[config.mk]
export PLATFORM = sky130hd
export DESIGN_NAME = rf_dump_flat
export DESIGN_NICKNAME = d
export VERILOG_FILES = /design/src/rtl/rf_dump_if.sv /design/src/rtl/rf_dump.sv /design/src/flat_wrapper.sv
export SDC_FILE = /design/constraint.sdc
export NUM_CORES = 1
export LEC_CHECK = 0
export ABC_AREA = 0
export BUFFER_PORTS_ARGS = -buffer_cell sky130_fd_sc_hd__buf_2
export CAP_MARGIN = 20
export CORE_AREA = 2 2 66 68
export CTS_BUF_LIST = sky130_fd_sc_hd__clkbuf_2 sky130_fd_sc_hd__clkbuf_4 sky130_fd_sc_hd__clkbuf_8
export CTS_CLUSTER_SIZE = 16
export DETAILED_ROUTE_END_ITERATION = 16
export DIE_AREA = 0 0 68 70
export GPL_ROUTABILITY_DRIVEN = 0
export GPL_TIMING_DRIVEN = 0
export PLACE_DENSITY = 0.84
export SLEW_MARGIN = 20
export SYNTH_ARGS = -nofsm -noshare
export SYNTH_HDL_FRONTEND = slang
export SYNTH_SLANG_ARGS = --single-unit
[constraint.sdc]
create_clock -name clk -period 3.2 [get_ports clk]
set_input_delay 0.64 -clock clk [delete_from_list [all_inputs] [get_ports clk]]
set_output_delay 0.64 -clock clk [all_outputs]
set_load 0.005 [all_outputs]
[src/rtl/rf_dump_if.sv]
// Register-file read port plus (address, data) output stream of the dump engine.
// master: the dump engine; slave: register file / stream consumer side.
interface rf_dump_if #(
  parameter int unsigned AW = 5,
  parameter int unsigned DW = 32
);
  logic [AW-1:0] rf_addr;
  logic [DW-1:0] rf_data;
  logic          out_valid;
  logic          out_ready;
  logic [AW-1:0] out_addr;
  logic [DW-1:0] out_data;
  logic          out_last;

  modport master (
    output rf_addr, out_valid, out_addr, out_data, out_last,
    input  rf_data, out_ready
  );

  modport slave (
    input  rf_addr, out_valid, out_addr, out_data, out_last,
    output rf_data, out_ready
  );
endinterface

[src/rtl/rf_dump.sv]
// Register-file dump engine: walks the register file and streams (addr, data) words.
// Define RF_DUMP_SKIP_ZERO_EN to start the walk at x1 instead of x0.
module rf_dump #(
  parameter int unsigned NREG = 32,
  parameter int unsigned AW   = 5,
  parameter int unsigned DW   = 32
) (
  input  logic          clk,
  input  logic          rst_n,
  input  logic          i_start,
  input  logic          i_abort,
  rf_dump_if.master     bus,
  output logic          o_busy,
  output logic          o_done
);

`ifdef RF_DUMP_SKIP_ZERO_EN
  localparam logic [AW-1:0] FIRST = AW'(1);
`else
  localparam logic [AW-1:0] FIRST = AW'(0);
`endif
  localparam logic [AW-1:0] LAST = AW'(NREG - 1);

  typedef enum logic [1:0] {
    S_IDLE = 2'd0,
    S_READ = 2'd1,
    S_SEND = 2'd2,
    S_FIN  = 2'd3
  } state_t;

  state_t        r_state;
  logic [AW-1:0] r_idx;
  logic          r_valid;
  logic [AW-1:0] r_addr;
  logic [DW-1:0] r_data;
  logic          r_last;
  logic          r_busy;
  logic          r_done;

  // Single-process FSM; every output is a register updated alongside the state.
  always_ff @(posedge clk or negedge rst_n) begin
    if (!rst_n) begin
      r_state <= S_IDLE;
      r_idx   <= '0;
      r_valid <= 1'b0;
      r_addr  <= '0;
      r_data  <= '0;
      r_last  <= 1'b0;
      r_busy  <= 1'b0;
      r_done  <= 1'b0;
    end else begin
      r_done <= 1'b0;
      if (i_abort && (r_state != S_IDLE)) begin
        // abort wins over any handshake or completion in the same cycle
        r_state <= S_IDLE;
        r_valid <= 1'b0;
        r_busy  <= 1'b0;
      end else begin
        case (r_state)
          S_IDLE: begin
            if (i_start && !i_abort) begin
              r_idx   <= FIRST;
              r_state <= S_READ;
              r_busy  <= 1'b1;
            end
          end
          S_READ: begin
            r_data  <= bus.rf_data;
            r_addr  <= r_idx;
            r_last  <= (r_idx == LAST);
            r_valid <= 1'b1;
            r_state <= S_SEND;
          end
          S_SEND: begin
            if (bus.out_ready) begin
              r_valid <= 1'b0;
              if (r_last) begin
                r_done  <= 1'b1;
                r_state <= S_FIN;
              end else begin
                r_idx   <= r_idx + AW'(1);
                r_state <= S_READ;
              end
            end
          end
          S_FIN: begin
            r_state <= S_IDLE;
            r_busy  <= 1'b0;
          end
          default: begin
            r_state <= S_IDLE;
            r_valid <= 1'b0;
            r_busy  <= 1'b0;
          end
        endcase
      end
    end
  end

  assign bus.rf_addr   = r_idx;
  assign bus.out_valid = r_valid;
  assign bus.out_addr  = r_addr;
  assign bus.out_data  = r_data;
  assign bus.out_last  = r_last;
  assign o_busy        = r_busy;
  assign o_done        = r_done;

endmodule

[src/flat_wrapper.sv]
// flat-port wrapper written by rule: the top's interface ports become plain ports
module rf_dump_flat 
#(
  parameter int unsigned NREG = 32,
  parameter int unsigned AW   = 5,
  parameter int unsigned DW   = 32
)
  (clk, rst_n, i_start, i_abort, o_busy, o_done, bus_rf_addr, bus_out_valid, bus_out_addr, bus_out_data, bus_out_last, bus_rf_data, bus_out_ready);
  rf_dump_if #(.AW(AW), .DW(DW)) bus_i ();
  input  logic clk;
  input  logic rst_n;
  input  logic i_start;
  input  logic i_abort;
  output logic o_busy;
  output logic o_done;
  output wire logic [$bits(bus_i.rf_addr)-1:0] bus_rf_addr;
  output wire logic [$bits(bus_i.out_valid)-1:0] bus_out_valid;
  output wire logic [$bits(bus_i.out_addr)-1:0] bus_out_addr;
  output wire logic [$bits(bus_i.out_data)-1:0] bus_out_data;
  output wire logic [$bits(bus_i.out_last)-1:0] bus_out_last;
  input wire logic [$bits(bus_i.rf_data)-1:0] bus_rf_data;
  input wire logic [$bits(bus_i.out_ready)-1:0] bus_out_ready;
  assign bus_rf_addr = bus_i.rf_addr;
  assign bus_out_valid = bus_i.out_valid;
  assign bus_out_addr = bus_i.out_addr;
  assign bus_out_data = bus_i.out_data;
  assign bus_out_last = bus_i.out_last;
  assign bus_i.rf_data = bus_rf_data;
  assign bus_i.out_ready = bus_out_ready;
  rf_dump #(.NREG(NREG), .AW(AW), .DW(DW)) u_core (.clk(clk), .rst_n(rst_n), .i_start(i_start), .i_abort(i_abort), .bus(bus_i), .o_busy(o_busy), .o_done(o_done));
endmodule
==> out/metrics.csv, run 1 <==
metric,value,unit
numCtsBuffers,5,
grt_pass1_wl,6490,um
synth_edf_count,0,
critical_path_class,flip-flop to flip-flop,
synth.cell_area,2060,um^2
io_buffers,81,
slew_viol_final,0,
overflow,0,
crit_top_cell,buf_4,
place_ws,1.02,ns
hold_violations,0,
setup_tns,0,ns
drive_gt1_share,57.8,%
antenna_left,0,
rsz0062_at_grt,no,
yosys_warnings,0,
relSlewSlack,62.2,%
cts_hold_buf,0,
outcome,completed,
grt_pass1_vias,1442,
cts_htree_levels,2,
path_cells,"inv_1, ha_1, buf_4, nand2b_2, nand2_1, buf_4, buf_4, mux2_2",
vias,1470,
start_kind,flip-flop,
hp-class,input pin to async pin,
maxCapViolCount,0,
wirelength,3970,um
timing.final.crit_share,68.5,%
area_growth,29.7,%
seq_area_frac_synth,58.4,%
cp.required,3.39,ns
synthCells,148,
cts_buffer_depth,2,
io_pins,83,
critPathCaptureType,flip-flop,
grt_antenna_before_repair,0,
post_cts.repair.setup_buffers,0,
tightest_slew,0.568,ns
worstPathArrival,2.38,ns
clock_latency,0.30,ns
cp_max_fo,10,
coreArea,4140,um^2
wl_per_cell,13.7,um
ys_ff_latch,48,
clk_root_buffer_cell,clkbuf_8,
viasPerCell,5.09,
crit_path_max_incr_delay,0.46,ns
rows,24,
clock-sinks,48,
powerDensity,926,nW/um^2
slowest_stage,dfrtp_1,
die_h,70,um
die-area,4760,um^2
synth-main-ff-cell,dfrtp_1,
grt_max_degree,49,
ir_drop,0.000450,V
period_minus_slack,2.19,ns
avgSynthCellArea,13.9,um^2
die_w,68,um
path_clk_slew,0.09,ns
hpwl,2970,um
cts_tree,yes,
nNetsFinal,280,
async_reset_ff_share,100,%
grt_use_total,17.9,%
finalSetupViolCount,0,
max_freq,0.456,GHz
ctsResizeCount,0,
diodes,0,
drtIter0Drc,84,
drc,0,
start_util,49.7,%
fin_worst_skew,0.00955,ns
leakage,1.36,nW
synth_cell_types,28,
syn_nets,192,
fin_ws,1.01,ns
dr.pass1.iters,4,
registers in the layout (all words and copies together), names as in the netlist:
register / cells
u_core.bus.out_data: 32
u_core.o_busy: 1
u_core.bus.rf_addr: 5
u_core.bus.out_addr: 5
u_core.bus.out_last: 1
u_core.o_done: 1
u_core.bus.out_valid: 1
u_core.r_state: 2
where the power goes:
part           leakage [nW]  internal [mW]  switching [mW]
Clock                0.0687          0.314           0.203
Sequential            0.590          0.866           0.140
Combinational         0.699          0.542           0.406
logic make-up after synthesis:
kind of cell | after synthesis | synth area share (%)
DFF | 48 | 58.4
AOI/OAI and AO/OA | 17 | 5.90
and+or+nand+nor | 24 | 6.63
buffers and inverters | 12 | 2.92
muxes | 40 | 21.9
adders and majority gates | 7 | 4.26
per-stage QoR:
stage / cells / cell area [um^2] / total power, mW / hold slack, ns / util, %
2_1_floorplan: 148 / 2060 / 1.59 / 0.344 / -
3_3_place_gp: 281 / 2530 / 1.92 / 0.460 / 61.0
3_5_place_dp: 281 / 2530 / 1.98 / 0.466 / 61.0
4_1_cts: 289 / 2670 / 2.51 / 0.487 / 64.3
5_1_grt: 289 / 2670 / 2.65 / 0.390 / 64.4
6_report: 289 / 2670 / 2.47 / 0.329 / 64.4
metal layers:
| layer | up-vias | part of all wire (%) | wire [um] | global-route usage, % |
|---|---|---|---|---|
| li1 | 694 | - | - | - |
| met1 | 705 | 42 | 1680 | 22.1 |
| met2 | 66 | 49 | 1940 | 30.4 |
| met3 | 5 | 7.4 | 293 | 4.35 |
| met4 | 0 | 1.3 | 51 | 5.56 |
| met5 | - | 0 | 0 | 0 |
worst paths after layout:
path	from	slack, ns	cells after the start	to
setup / recovery	u_core.r_state[0]	1.01	8	u_core.bus.out_data[14]
hold / removal	rst_n	0.33	1	u_core.bus.out_last
setup reg to reg	u_core.r_state[0]	1.01	8	u_core.bus.out_data[14]
hold reg to reg	u_core.bus.out_addr[1]	0.48	2	u_core.bus.out_addr[1]
max in group asynchronous	rst_n	2.49	1	u_core.bus.out_data[20]
min in group clk	u_core.bus.out_addr[1]	0.48	2	u_core.bus.out_addr[1]
Yosys cell counts, types with 2 or more instances:
cell type  count  area (um^2)
a21oi_1        5         25.0
buf_2          3         15.0
buf_4          3         22.5
dfrtp_1       48         1200
ha_1           7         87.6
inv_1          6         22.5
mux2_2        37          417
mux2i_1        2         20.0
nand2_1        4         15.0
nand2b_1       2         12.5
nand3_1        5         25.0
nor2_1         2         7.51
nor2b_1        2         12.5
nor3b_1        2         15.0
o21ai_0        5         25.0
o21ai_1        2         10.0
o31ai_1        2         15.0
worst max-delay path: cells and delay by family (launching register included):
family	cells	cell delay (ns)
AND/OR/NAND/NOR	2	0.36
buffers and inverters	4	0.68
adder cells (fa/ha/maj)	1	0.22
flip-flops	1	0.46
multiplexers	1	0.35
placed cells by master (no fill, tap or decap):
master     count
mux2i_1        2
nor3b_1        2
a41o_1         1
nand2b_2       1
nand2b_1       2
mux2_4         1
and4_1         1
o21ai_0        5
nand2_1        4
nor4_1         1
a31o_2         1
a21oi_1        5
a2111oi_4      1
ha_1           7
nand3_1        5
nor2b_1        2
nor2_1         2
nor2_2         1
o21ai_1        2
dfrtp_1       48
and3_1         1
mux2_2        37
bufinv_16      2
nand3b_1       1
inv_1          6
inv_6          1
o31ai_1        2
clkbuf_8       5
buf_4          4
nor3_1         1
buf_2         83
cell type report:
cell class                      instances  area (um^2)
Multi-Input combinational cell         88          797
Sequential cell                        48         1200
Buffer                                  6         37.5
Timing Repair Buffer                   81          408
Inverter                                6         22.5
Tap cell                               52         65.1
Fill cell                             326         1480
Clock buffer                            5         68.8
Clock inverter                          3         68.8
(Power assumes the default switching activity.)
==> run 2: changes to the inputs <==
- ABC_AREA: 0 -> 1
- CORE_AREA: 2 2 66 68 -> 2 2 68 70
- DIE_AREA: 0 0 68 70 -> 0 0 70 72
- PLACE_DENSITY: 0.84 -> 0.81
- clock period: 3.2 -> 2.12 ns (I/O delays scaled with it)
==> run 2 against run 1 <==
Effect of this change:
- total power up 38%
- first-iteration DRC count up 7.1%
- worst hold slack worse by 0.20 ns
- critical path depth unchanged
- non-clock buffer count up 7
- clock skew down 0.0063 ns
- worst setup slack worse by 0.41 ns
- wire length up 21%
- flip-flop and latch count unchanged
- clock-buffer cell count up 3
- critical path type unchanged
==> out/metrics.csv, run 2 <==
metric,value,unit,change
outcome,completed,,
synth_xor_xnor_area_share,0,%,unchanged
yosysTopAreaCellShare,56.9,%,-1.5 points
finalSetupViolCount,0,,unchanged
grt_pass1_vias,1760,,+22%
synth_mux_area_share,0,%,-22 points
ctsResizeCount,0,,unchanged
grt_use_total,19.9,%,+1.9 points
die-area,5040,um^2,+5.9%
grt_pass1_wl,7980,um,+23%
diodes,0,,unchanged
post_cts.repair.setup_buffers,0,,unchanged
viasPerCell,4.96,,-2.5%
area_growth,27.3,%,
r2r_end,u_core.bus.out_addr[0],,
synth_top_cell_by_area,dfrtp_1,,
place_area,2590,um^2,+2.3%
slew_viol_final,0,,unchanged
io_pins,83,,unchanged
avgSynthCellArea,8.83,um^2,-36%
seq_area_frac_synth,56.9,%,-1.5 points
wirelength,4820,um,+21%
synthCells,239,,+61%
drtIter0Drc,90,,+7.1%
cts_htree_levels,2,,unchanged
period_minus_slack,1.53,ns,-0.667 ns
cp_top_family,buffers and inverters,,
synth_top_family_by_area,simple AND/OR/NAND/NOR gates,,
nNetsFinal,372,,+33%
grt_antenna_before_repair,0,,unchanged
synth.cell_area,2110,um^2,+2.6%
die_h,72,um,+2.9%
ir_drop,0.000654,V,+45%
synth_cell_types,16,,-43%
setup_tns,0,ns,unchanged
grt_max_degree,49,,unchanged
slowest_stage,dfrtp_1,,
overflow,0,,unchanged
crit_path_max_incr_delay,0.44,ns,-0.02 ns
coreArea,4260,um^2,+2.9%
clock_latency,0.30,ns,about the same
crit_buf_inv,3,,-1
hold_violations,0,,unchanged
powerDensity,1270,nW/um^2,+37%
synth_compound_area_share,3.56,%,-2.3 points
cts_tree,yes,,
cts_hold_buf,0,,unchanged
final_area,2690,um^2,+0.66%
maxCapViolCount,0,,unchanged
reg2regPathDepth,8,,unchanged
drive_gt1_share,33.1,%,-25 points
async_reset_ff_share,100,%,unchanged
max_freq,0.656,GHz,+44%
final_cell_mix,"98 x nand2_1, 89 x buf_2, 48 x dfrtp_1",,
syn_nets,283,,+47%
io_buffers,82,,+1.2%
cp_max_fo,10,,unchanged
dr.pass1.iters,4,,unchanged
rows,24,,unchanged
clk_root_buffer_cell,clkbuf_8,,
die_w,70,um,+2.9%
drc,0,,unchanged
rsz0062_at_grt,no,,
synthAdderAreaFrac,4.15,%,-0.11 points
synth_area_leaders,"dfrtp_1 57%, nand2_1 17%, nand3_1 10%",,
fin_worst_skew,0.00328,ns,-0.00626 ns
final_cells,381,,+32%
timing.final.crit_share,71.9,%,+3.4 points
p_total,3.41,mW,+38%
path_cells,"inv_1, ha_1, inv_2, nand2_4, nand2_2, buf_2, nand2_1, o21ai_1",,
start_util,49.5,%,-0.17 points
synth-main-ff-cell,dfrtp_1,,
worstPathArrival,1.75,ns,-0.63 ns
synth_edf_count,0,,unchanged
leakage,1.57,nW,+16%
ys_top_cells_by_count,"98 x nand2_1, 48 x dfrtp_1, 42 x nand3_1, 8 x buf_2",,
cp.required,2.34,ns,-1.05 ns
critical_path_class,flip-flop to flip-flop,,
ff2ff_setup_slack,0.59,ns,-0.41 ns
yosys_warnings,0,,unchanged
critPathCaptureType,flip-flop,,
wl_per_cell,12.6,um,-7.9%
cts_buffer_depth,2,,unchanged
antenna_left,0,,unchanged
clock-sinks,48,,unchanged
yosysMostFrequentCell,nand2_1,,
dp.cells,373,,+33%
relSlewSlack,59.9,%,-2.3 points
final_common_cell,nand2_1,,
vias,1889,,+29%
regToRegStartpoint,u_core.r_state[0],,
tightest_slew,0.602,ns,+0.0342 ns
start_kind,flip-flop,,
hp-class,input pin to async pin,,
path_clk_slew,0.08,ns,about the same
largest_reg_flops,32,,unchanged
hpwl,3420,um,+15%
numCtsBuffers,5,,unchanged
synth-simple-area-share,29.9,%,+23 points
ys_ff_latch,48,,unchanged
## run 2: power breakdown
part / total (mW) / internal [mW] / switching, mW
clock network: 0.580 / 0.292 / 0.288
registers: 1.45 / 1.26 / 0.191
logic: 1.38 / 0.582 / 0.799
total: 3.41 / 2.13 / 1.28
## run 2: worst register-to-register path, delay by kind of cell (launching register included)
kind	cells	cell delay, ns
simple gates	3	0.23
buf+inv	3	0.45
compound gates	1	0.08
fa+ha+maj	1	0.25
flops	1	0.44
## run 2: cell type report
cell class / instances / area, um^2
repair buffers: 82 / 413
plain buffers: 12 / 85.1
flip-flops and latches: 48 / 1200
inverters: 8 / 30.0
fillers: 389 / 1580
multi-input cells: 171 / 795
well taps: 52 / 65.1
clock buffers: 8 / 97.6
## run 2: layer usage
metal	global-route usage (%)	up-vias	part of all wire [%]
met2	32.2	58	48
met3	4.44	5	5.2
met1	26.6	884	45
li1	-	942	-
met4	7.26	0	1.4
met5	0	-	0
## run 2: cells by family (layout without fill, tap and decap cells)
group	Yosys count	in the layout
buf+inv	20	110
fa+ha+maj	7	7
flops	48	48
simple gates	149	149
compound gates	15	15
## run 2: worst max-delay path by stage
stage,startpoint,end,slack (ns),cells past startpoint
2_1_floorplan,u_core.r_state[0],u_core.bus.out_addr[2],0.79,8
3_3_place_gp,u_core.r_state[0],u_core.bus.out_addr[0],0.64,8
3_5_place_dp,u_core.r_state[0],u_core.bus.out_addr[3],0.61,8
4_1_cts,u_core.r_state[0],u_core.bus.out_addr[3],0.59,8
5_1_grt,u_core.r_state[0],u_core.bus.out_addr[3],0.43,8
6_report,u_core.r_state[0],u_core.bus.out_addr[0],0.59,8
## run 2: stage by stage
stage / hold WS (ns) / worst slack (ns) / util, %
after floorplan: 0.128 / 0.794 / -
after global placement: 0.449 / 0.636 / 60.7
after detailed placement: 0.453 / 0.611 / 60.7
after CTS: 0.342 / 0.585 / 62.9
after global routing: 0.179 / 0.430 / 63.0
final: 0.126 / 0.595 / 63.0
